`src/rtl/irq_ctrl_if.sv`:
```
// Register bus between the CPU address decoder and the interrupt controller.
// The master drives the select, write and address lines; the slave returns read data.
interface irq_ctrl_if #(
  parameter int unsigned WIDTH = 32
);
  logic             cs;
  logic             wen;
  logic [1:0]       addr;
  logic [WIDTH-1:0] din;
  logic [WIDTH-1:0] dout;

  modport master (
    output cs,
    output wen,
    output addr,
    output din,
    input  dout
  );

  modport slave (
    input  cs,
    input  wen,
    input  addr,
    input  din,
    output dout
  );
endinterface

```
`src/rtl/irq_ctrl.sv`:
```
// 32-source interrupt controller with per-source edge/level mode, enable mask,
// fixed lowest-index priority, and a single non-nesting in-service slot.
module irq_ctrl #(
  parameter int unsigned WIDTH = 32
) (
  input  logic              clk,
  input  logic              reset,
  irq_ctrl_if.slave         bus,
  input  logic [31:0]       irq_in,
  input  logic              irq_ack,
  output logic              irq,
  output logic [4:0]        irq_vec
);

  localparam logic [1:0] AddrPend = 2'd0;
  localparam logic [1:0] AddrEna  = 2'd1;
  localparam logic [1:0] AddrMode = 2'd2;
  localparam logic [1:0] AddrVec  = 2'd3;

  logic [31:0] pend_q, pend_d;
  logic [31:0] ena_q, ena_d;
  logic [31:0] mode_q, mode_d;
  logic [31:0] irq_prev_q;
  logic [4:0]  active_vec_q, active_vec_d;
  logic        in_service_q, in_service_d;

  logic        wr;
  logic        ack_fire;
  logic [31:0] eligible;
  logic [31:0] rise;
  logic [31:0] clr;

  assign wr       = bus.cs & bus.wen;
  assign eligible = pend_q & ena_q;
  assign rise     = irq_in & ~irq_prev_q;
  assign irq      = (|eligible) & ~in_service_q;
  assign ack_fire = irq_ack & irq;

  always_comb begin
    irq_vec = 5'd0;
    for (int i = 31; i >= 0; i--) begin
      if (eligible[i]) irq_vec = 5'(i);
    end
  end

  always_comb begin
    ena_d        = ena_q;
    mode_d       = mode_q;
    in_service_d = in_service_q;
    active_vec_d = active_vec_q;
    clr          = 32'd0;

    if (wr && bus.addr == AddrEna)  ena_d  = bus.din[31:0];
    if (wr && bus.addr == AddrMode) mode_d = bus.din[31:0];
    if (wr && bus.addr == AddrPend) clr    = bus.din[31:0];
    if (wr && bus.addr == AddrVec)  in_service_d = 1'b0;

    // Acknowledge takes priority over a same-cycle EOI.
    if (ack_fire) begin
      in_service_d = 1'b1;
      active_vec_d = irq_vec;
      clr          = clr | (32'd1 << irq_vec);
    end

    // Edge bits: a new rise beats any clear. Level bits track irq_in, except that a
    // bit switching to edge mode starts clear so a steady-high line never pends.
    pend_d = (mode_q & (rise | (pend_q & ~clr))) | (~mode_q & irq_in & ~mode_d);
  end

  always_ff @(posedge clk) begin
    if (reset) begin
      pend_q       <= 32'd0;
      ena_q        <= 32'd0;
      mode_q       <= 32'd0;
      irq_prev_q   <= 32'd0;
      active_vec_q <= 5'd0;
      in_service_q <= 1'b0;
    end else begin
      pend_q       <= pend_d;
      ena_q        <= ena_d;
      mode_q       <= mode_d;
      irq_prev_q   <= irq_in;
      active_vec_q <= active_vec_d;
      in_service_q <= in_service_d;
    end
  end

  always_comb begin
    bus.dout = '0;
    if (bus.cs && !bus.wen) begin
      unique case (bus.addr)
        AddrPend: bus.dout = pend_q;
        AddrEna:  bus.dout = ena_q;
        AddrMode: bus.dout = mode_q;
        AddrVec:  bus.dout = {in_service_q, 26'd0, active_vec_q};
        default:  bus.dout = '0;
      endcase
    end
  end

endmodule

```
`src/flat_wrapper.sv`:
```
// flat-port wrapper written by rule: the top's interface ports become plain ports
module irq_ctrl_flat 
#(
  parameter int unsigned WIDTH = 32
)
  (clk, reset, irq_in, irq_ack, irq, irq_vec, bus_cs, bus_wen, bus_addr, bus_din, bus_dout);
  irq_ctrl_if #(.WIDTH(WIDTH)) bus_i ();
  input  logic clk;
  input  logic reset;
  input  logic [31:0] irq_in;
  input  logic irq_ack;
  output logic irq;
  output logic [4:0] irq_vec;
  input wire logic [$bits(bus_i.cs)-1:0] bus_cs;
  input wire logic [$bits(bus_i.wen)-1:0] bus_wen;
  input wire logic [$bits(bus_i.addr)-1:0] bus_addr;
  input wire logic [$bits(bus_i.din)-1:0] bus_din;
  output wire logic [$bits(bus_i.dout)-1:0] bus_dout;
  assign bus_i.cs = bus_cs;
  assign bus_i.wen = bus_wen;
  assign bus_i.addr = bus_addr;
  assign bus_i.din = bus_din;
  assign bus_dout = bus_i.dout;
  irq_ctrl #(.WIDTH(WIDTH)) u_core (.clk(clk), .reset(reset), .bus(bus_i), .irq_in(irq_in), .irq_ack(irq_ack), .irq(irq), .irq_vec(irq_vec));
endmodule
```
`config.mk`:
```
export PLATFORM = sky130hd
export DESIGN_NAME = irq_ctrl_flat
export DESIGN_NICKNAME = d
export VERILOG_FILES = /design/src/rtl/irq_ctrl_if.sv /design/src/rtl/irq_ctrl.sv /design/src/flat_wrapper.sv
export SDC_FILE = /design/constraint.sdc
export NUM_CORES = 1
export LEC_CHECK = 0
export ABC_CLOCK_PERIOD_IN_PS = 2830
export BUFFER_PORTS_ARGS = -buffer_cell sky130_fd_sc_hd__buf_2
export CAP_MARGIN = 25
export CORE_MARGIN = 5
export CORE_UTILIZATION = 53
export CTS_BUF_LIST = sky130_fd_sc_hd__clkbuf_2 sky130_fd_sc_hd__clkbuf_4 sky130_fd_sc_hd__clkbuf_8
export CTS_CLUSTER_DIAMETER = 200
export DETAILED_ROUTE_END_ITERATION = 10
export GPL_TIMING_DRIVEN = 0
export PLACE_DENSITY = 0.77
export RECOVER_POWER = 25
export SYNTH_ARGS = -nofsm -noshare
export SYNTH_HDL_FRONTEND = slang
export SYNTH_SLANG_ARGS = --single-unit
```
`constraint.sdc`:
```
create_clock -name clk -period 2.83 [get_ports clk]
set_input_delay 0.1415 -clock clk [delete_from_list [all_inputs] [get_ports clk]]
set_output_delay 0.1415 -clock clk [all_outputs]
set_load 0.1 [all_outputs]
```
## After elaboration in Yosys (flattened, before gate mapping)

Index checks and enable logic that the tools add are counted.

- Bits in registers: 134
- Logic and storage cells: 75
- Output and inout port bits: 38

- Bitwise logic cells: 17
- Mux-type cells: 39
- Reductions and logical operators: 9
- Eq/ne operators: 3
- Shifts and indexed selects: 1

Operators by type and width:

| cell | count |
|---|---|
| 32-bit bitwise AND | 6 |
| 5-bit two-way mux | 32 |
| 32-bit two-way mux | 4 |
| 32-bit NOT | 4 |
| 32-bit case mux with 4 select lines | 1 |
| 32-bit bitwise OR | 3 |
| 32-bit OR reduction | 1 |
| 1-bit by 5-bit left shift with 32-bit output, first input constant | 1 |
| 1-bit logical AND | 5 |
| 2-bit == test, second input constant | 2 |
| 1-bit bitwise AND | 3 |
| 2-bit by 1-bit == test with 1-bit output, second input constant | 1 |
| 2-bit logical NOT | 1 |
| 1-bit two-way mux | 2 |
| 2-bit nonzero test | 1 |
| 1-bit logical NOT | 1 |
| 1-bit NOT | 1 |

## Logic depth before layout (Yosys ltp)

- Depth after elaboration: 41
- Gate-level depth with buffers: 8
- Gate-level depth less buffers: 6

## Least setup slack after synthesis

Ideal clock, no wire load.

- Path kind: reg2reg
- Start: reg u_core.pend_q[24]
- End: reg u_core.active_vec_q[2]
- Period minus slack after synthesis: 3001 ps
- Setup slack: -171 ps
- Arrival: 2928 ps
- Path buffers: 0
- Cell stages (with the launch flop): 7
- Cells stage by stage: dfxtp_1 > a22o_1 > a211oi_1 > o221ai_1 > a31oi_1 > mux2i_1 > nor2_1

- Cells in the longest elaborated chain, start to end: 26
- Elaborated cells on any way between the ends: 29
- Classes of those cells: mux (25); bitwise (3); reduce/logical (1)

RTL lines:

| element | line | source |
|---|---|---|
| start: declaration | irq_ctrl.sv:20 | `logic [31:0] pend_q, pend_d;` |
| start signal: assignment | irq_ctrl.sv:79 | `pend_q <= pend_d;` |
| 32-bit bitwise AND | irq_ctrl.sv:34 | `assign eligible = pend_q & ena_q;` |
| 5-bit two-way mux (25 in a row) | irq_ctrl.sv:42 | `if (eligible[i]) irq_vec = 5'(i);` |
| net irq_vec[2] | flat_wrapper.sv:13 | `output logic [4:0] irq_vec;` |
| end signal: assignment | irq_ctrl.sv:83 | `active_vec_q <= active_vec_d;` |
| end: declaration | irq_ctrl.sv:24 | `logic [4:0] active_vec_q, active_vec_d;` |

The timed path passes the listed nets, and every way through them passes these cells.
A chain may end at the register's enable or synchronous reset.

## Worst setup path in the final report

- Start: reg u_core.pend_q[7]
- End: out irq

- Cells in the longest elaborated chain, start to end: 3

RTL lines:

| element | line | source |
|---|---|---|
| 32-bit bitwise AND | irq_ctrl.sv:34 |  |
| 32-bit OR reduction | irq_ctrl.sv:36 | `assign irq = (\|eligible) & ~in_service_q;` |
| 1-bit bitwise AND | irq_ctrl.sv:36 |  |
| end: declaration | flat_wrapper.sv:12 | `output logic irq;` |

No other way between the ends.

==> results.toml <==
[run_status]
status = "complete, no violations"

[drt]
drc = 0
vias_per_cell = 5.774
wl_per_cell_um = 17.73
vias = 7235
drt_first_pass_iters = 6
drtAntennaViolNets = 0
routed_wl_mm = 22.21
drt-initial-drc-count = 709

[clock_tree]
cts.path.max_buffers = 2
clk_pin_slew_ns = 0.07
insertion_delay_ns = 0.47
cts_made_buffers = 17
cts.htree.levels = 4
clk_root_buffer_cell = "clkbuf_8"
tritoncts = "done"
cts_sinks = 134

[grt]
grt_pass1_vias = 6942
grt_pass1_wl_mm = 35.08
antenna_found_initial = 0
grt_max_degree = 17
grt_overflow_total = 0
grt_use_total = 0.3055

[timing]
fin_setup_tns_ns = 0
finalHoldViolCount = 0
whs_ns = 0.1360
fin_crit_sh = 0.9549
min_period_ns = 2.702
finalClockSkew_ns = 0.01219
maxSlewViolCount = 0
finalSetupViolCount = 0
clock.fmax_ghz = 0.3700
rsz0062_at_grt = "false"
max_slew.worst_pin.slew_ns = 0.9175
max-slew-margin-rel = 0.3883

[logic_synthesis]
synth_area_leaders = "dfxtp_1 (40%), a21oi_1 (12%), nand2_1 (10%)"
yosys-top-cells-count = "nand2_1 (185), a21oi_1 (156), dfxtp_1 (134), nor2_1 (106), clkbuf_1 (35)"
yosysSeqAreaShare = 0.4028
ys_ff_latch = 134
syn-num-nets = 949
async_reset_ff_frac = 0
synth.avg_cell_area_um2 = 7.586
synth_top_cell_by_area = "dfxtp_1"
dominantRegCellSynth = "dfxtp_1"
synth_most_common_cell = "nand2_1"
synth_top_area_frac = 0.4028
netlist_area_um2 = 6660
netlist_instances = 878
ys_types = 50
ys_warn_count = 0
synth_enable_flop_cells = 0

[finish]
final-instance-count-excl-fill = 1253
fin_nets = 1139
diodes = 0
drive_above_1_share = 0.1591
syn_to_final_growth_pct = 28.44

[worst_setup_path]
slowest_delay_ns = 0.51
cp_slowest_cell = "nor3_1"
cp_top_family = "simple AND/OR/NAND/NOR gates"
crit_end = "irq"
critPathLaunchType = "flop"
crit_path_end_kind = "output pin"
path_buf_inv = 1
crit_arrival_ns = 2.56
cp_cell_sequence = "a22oi_1 -> nand4_1 -> nor3_1 -> a21oi_1 -> buf_2"
rrSetupSlack_ns = 0.25
r2r_start = "u_core.pend_q[7]$_SDFF_PP0_"
worstSetupPathType = "flop to output pin"
cp.depth = 5
worst-path-max-fanout = 4
worst-r2r-cell-count = 6
cp.required_ns = 2.69
crit_start = "u_core.pend_q[7]$_SDFF_PP0_"
r2r-end = "u_core.pend_q[20]$_SDFF_PP0_"

[pwr]
p_int_w = 0.003360
seq_power_share = 0.434
netSwitchingFraction = 0.2797
switchingPower_w = 0.001305
clock_power_share = 0.417
peakVddDrop_v = 0.0004708
p_comb_frac = 0.149
p_total_w = 0.004664
powerDensity_nw_per_um2 = 545.2
p_leak_nw = 3.366

[floorplanning]
die_height_um = 122.1
coreArea_um2 = 12470
dieArea_um2 = 14910
die_w_um = 122.1
start_util = 0.5343
io-pin-count = 109
placementRows = 41

[job]
maxCapViolations = 0

[placement]
port_buffers = 105
hpwl_mm = 15.25
numPlacedInstances = 1155
gp_congestion = 0.9380

[hold_path]
hold_path.class = "input pin to flop"
[kinds of logic (layout without fill, tap and decap cells)]
kind of cell | Yosys count | in the layout | share of synthesized area
DFF | 134 | 134 | 0.4028
AOI/OAI and AO/OA | 274 | 274 | 0.2621
and+or+nand+nor | 358 | 358 | 0.2271
muxes | 35 | 35 | 0.06387
buffers and inverters | 77 | 280 | 0.04415
[worst register-to-register path, cell delays in order (launching register included)]
cell,delay [ns]
dfxtp_1,0.34
a22oi_1,0.46
nand4_1,0.28
nor3_1,0.51
nand3_1,0.19
or3_1,0.40
o31a_1,0.30
[power groups by stage]
| stage | clock network [W] | registers, W | logic, W |
|---|---|---|---|
| floorplan | 0 | 0.00205 | 0.000418 |
| global placement | 0 | 0.00206 | 0.000603 |
| detailed placement | 0 | 0.00207 | 0.000607 |
| CTS | 0.00195 | 0.00202 | 0.000678 |
| global route | 0.00203 | 0.00203 | 0.000745 |
| finish | 0.00194 | 0.00202 | 0.000695 |
[state kept, by name, indices dropped and copies added (netlist names)]
register             flops
u_core.mode_q           32
u_core.active_vec_q      5
u_core.irq_prev_q       32
u_core.pend_q           32
u_core.ena_q            32
u_core.in_service_q      1
[placed cells by master (no fill, tap or decap), types with 7 or more instances in the layout]
cell type and n:
nand2_1 185, a21oi_1 155, dfxtp_1 134, buf_2 107, nor2_1 106, dlygate4sd3_1 64, clkbuf_1 37, inv_1 32
o21ai_0 29, mux2i_1 29, nor3_1 20, clkbuf_8 18, a22oi_1 15, o31a_1 14, or3_1 10, nor2b_1 10
a2111oi_2 9, a21boi_0 7, o21a_1 7
[how the worst min path moves through the flow]
stage,startpoint,endpoint,slack (ns),cells past startpoint
floorplan,irq_in[0],u_core.irq_prev_q[0]$_SDFF_PP0_,0.27,2
detailed placement,irq_in[7],u_core.irq_prev_q[7]$_SDFF_PP0_,0.40,3
CTS,irq_ack,u_core.active_vec_q[4]$_SDFFE_PP0P_,0.10,5
global route,irq_ack,u_core.active_vec_q[4]$_SDFFE_PP0P_,0.18,5
finish,irq_ack,u_core.active_vec_q[4]$_SDFFE_PP0P_,0.14,5
global placement,irq_in[20],u_core.irq_prev_q[20]$_SDFF_PP0_,0.39,3
[layer usage]
| layer | GRT usage | up-vias | wire (um) |
|---|---|---|---|
| met5 | 0 | - | 0 |
| met1 | 0.3793 | 3306 | 8931 |
| met2 | 0.4938 | 398 | 10130 |
| met3 | 0.08310 | 79 | 2260 |
| li1 | - | 3452 | - |
| met4 | 0.1435 | 0 | 894 |
[what timing repair did]
action,CTS,global route
hold buffers,64,0
pin swaps,1,1
endpoints found under the hold margin,97,0
gates resized for setup,0,3
gates cloned,0,0
setup buffers,0,2
setup endpoints to repair,1,4
[per-stage QoR]
stage	instance area, um2	util	worst slack [ns]
final	8554	0.6862	0.1276
after detailed placement	7411	0.5945	0.2894
after floorplan	6670	-	0.04965
after CTS	8529	0.6842	0.01818
after global placement	7411	0.5945	0.3294
after global routing	8554	0.6862	0.01893
[final cells by class]
type	instances	area, um2
Inverter	32	120.1
Clock inverter	14	230.2
Fill cell	1062	3911
Timing Repair Buffer	171	1186
Buffer	45	173.9
Multi-Input combinational cell	667	3699
Clock buffer	18	247.7
Tap cell	172	215.2
Sequential cell	134	2683
No activity file was read; power rests on OpenSTA's default activity.
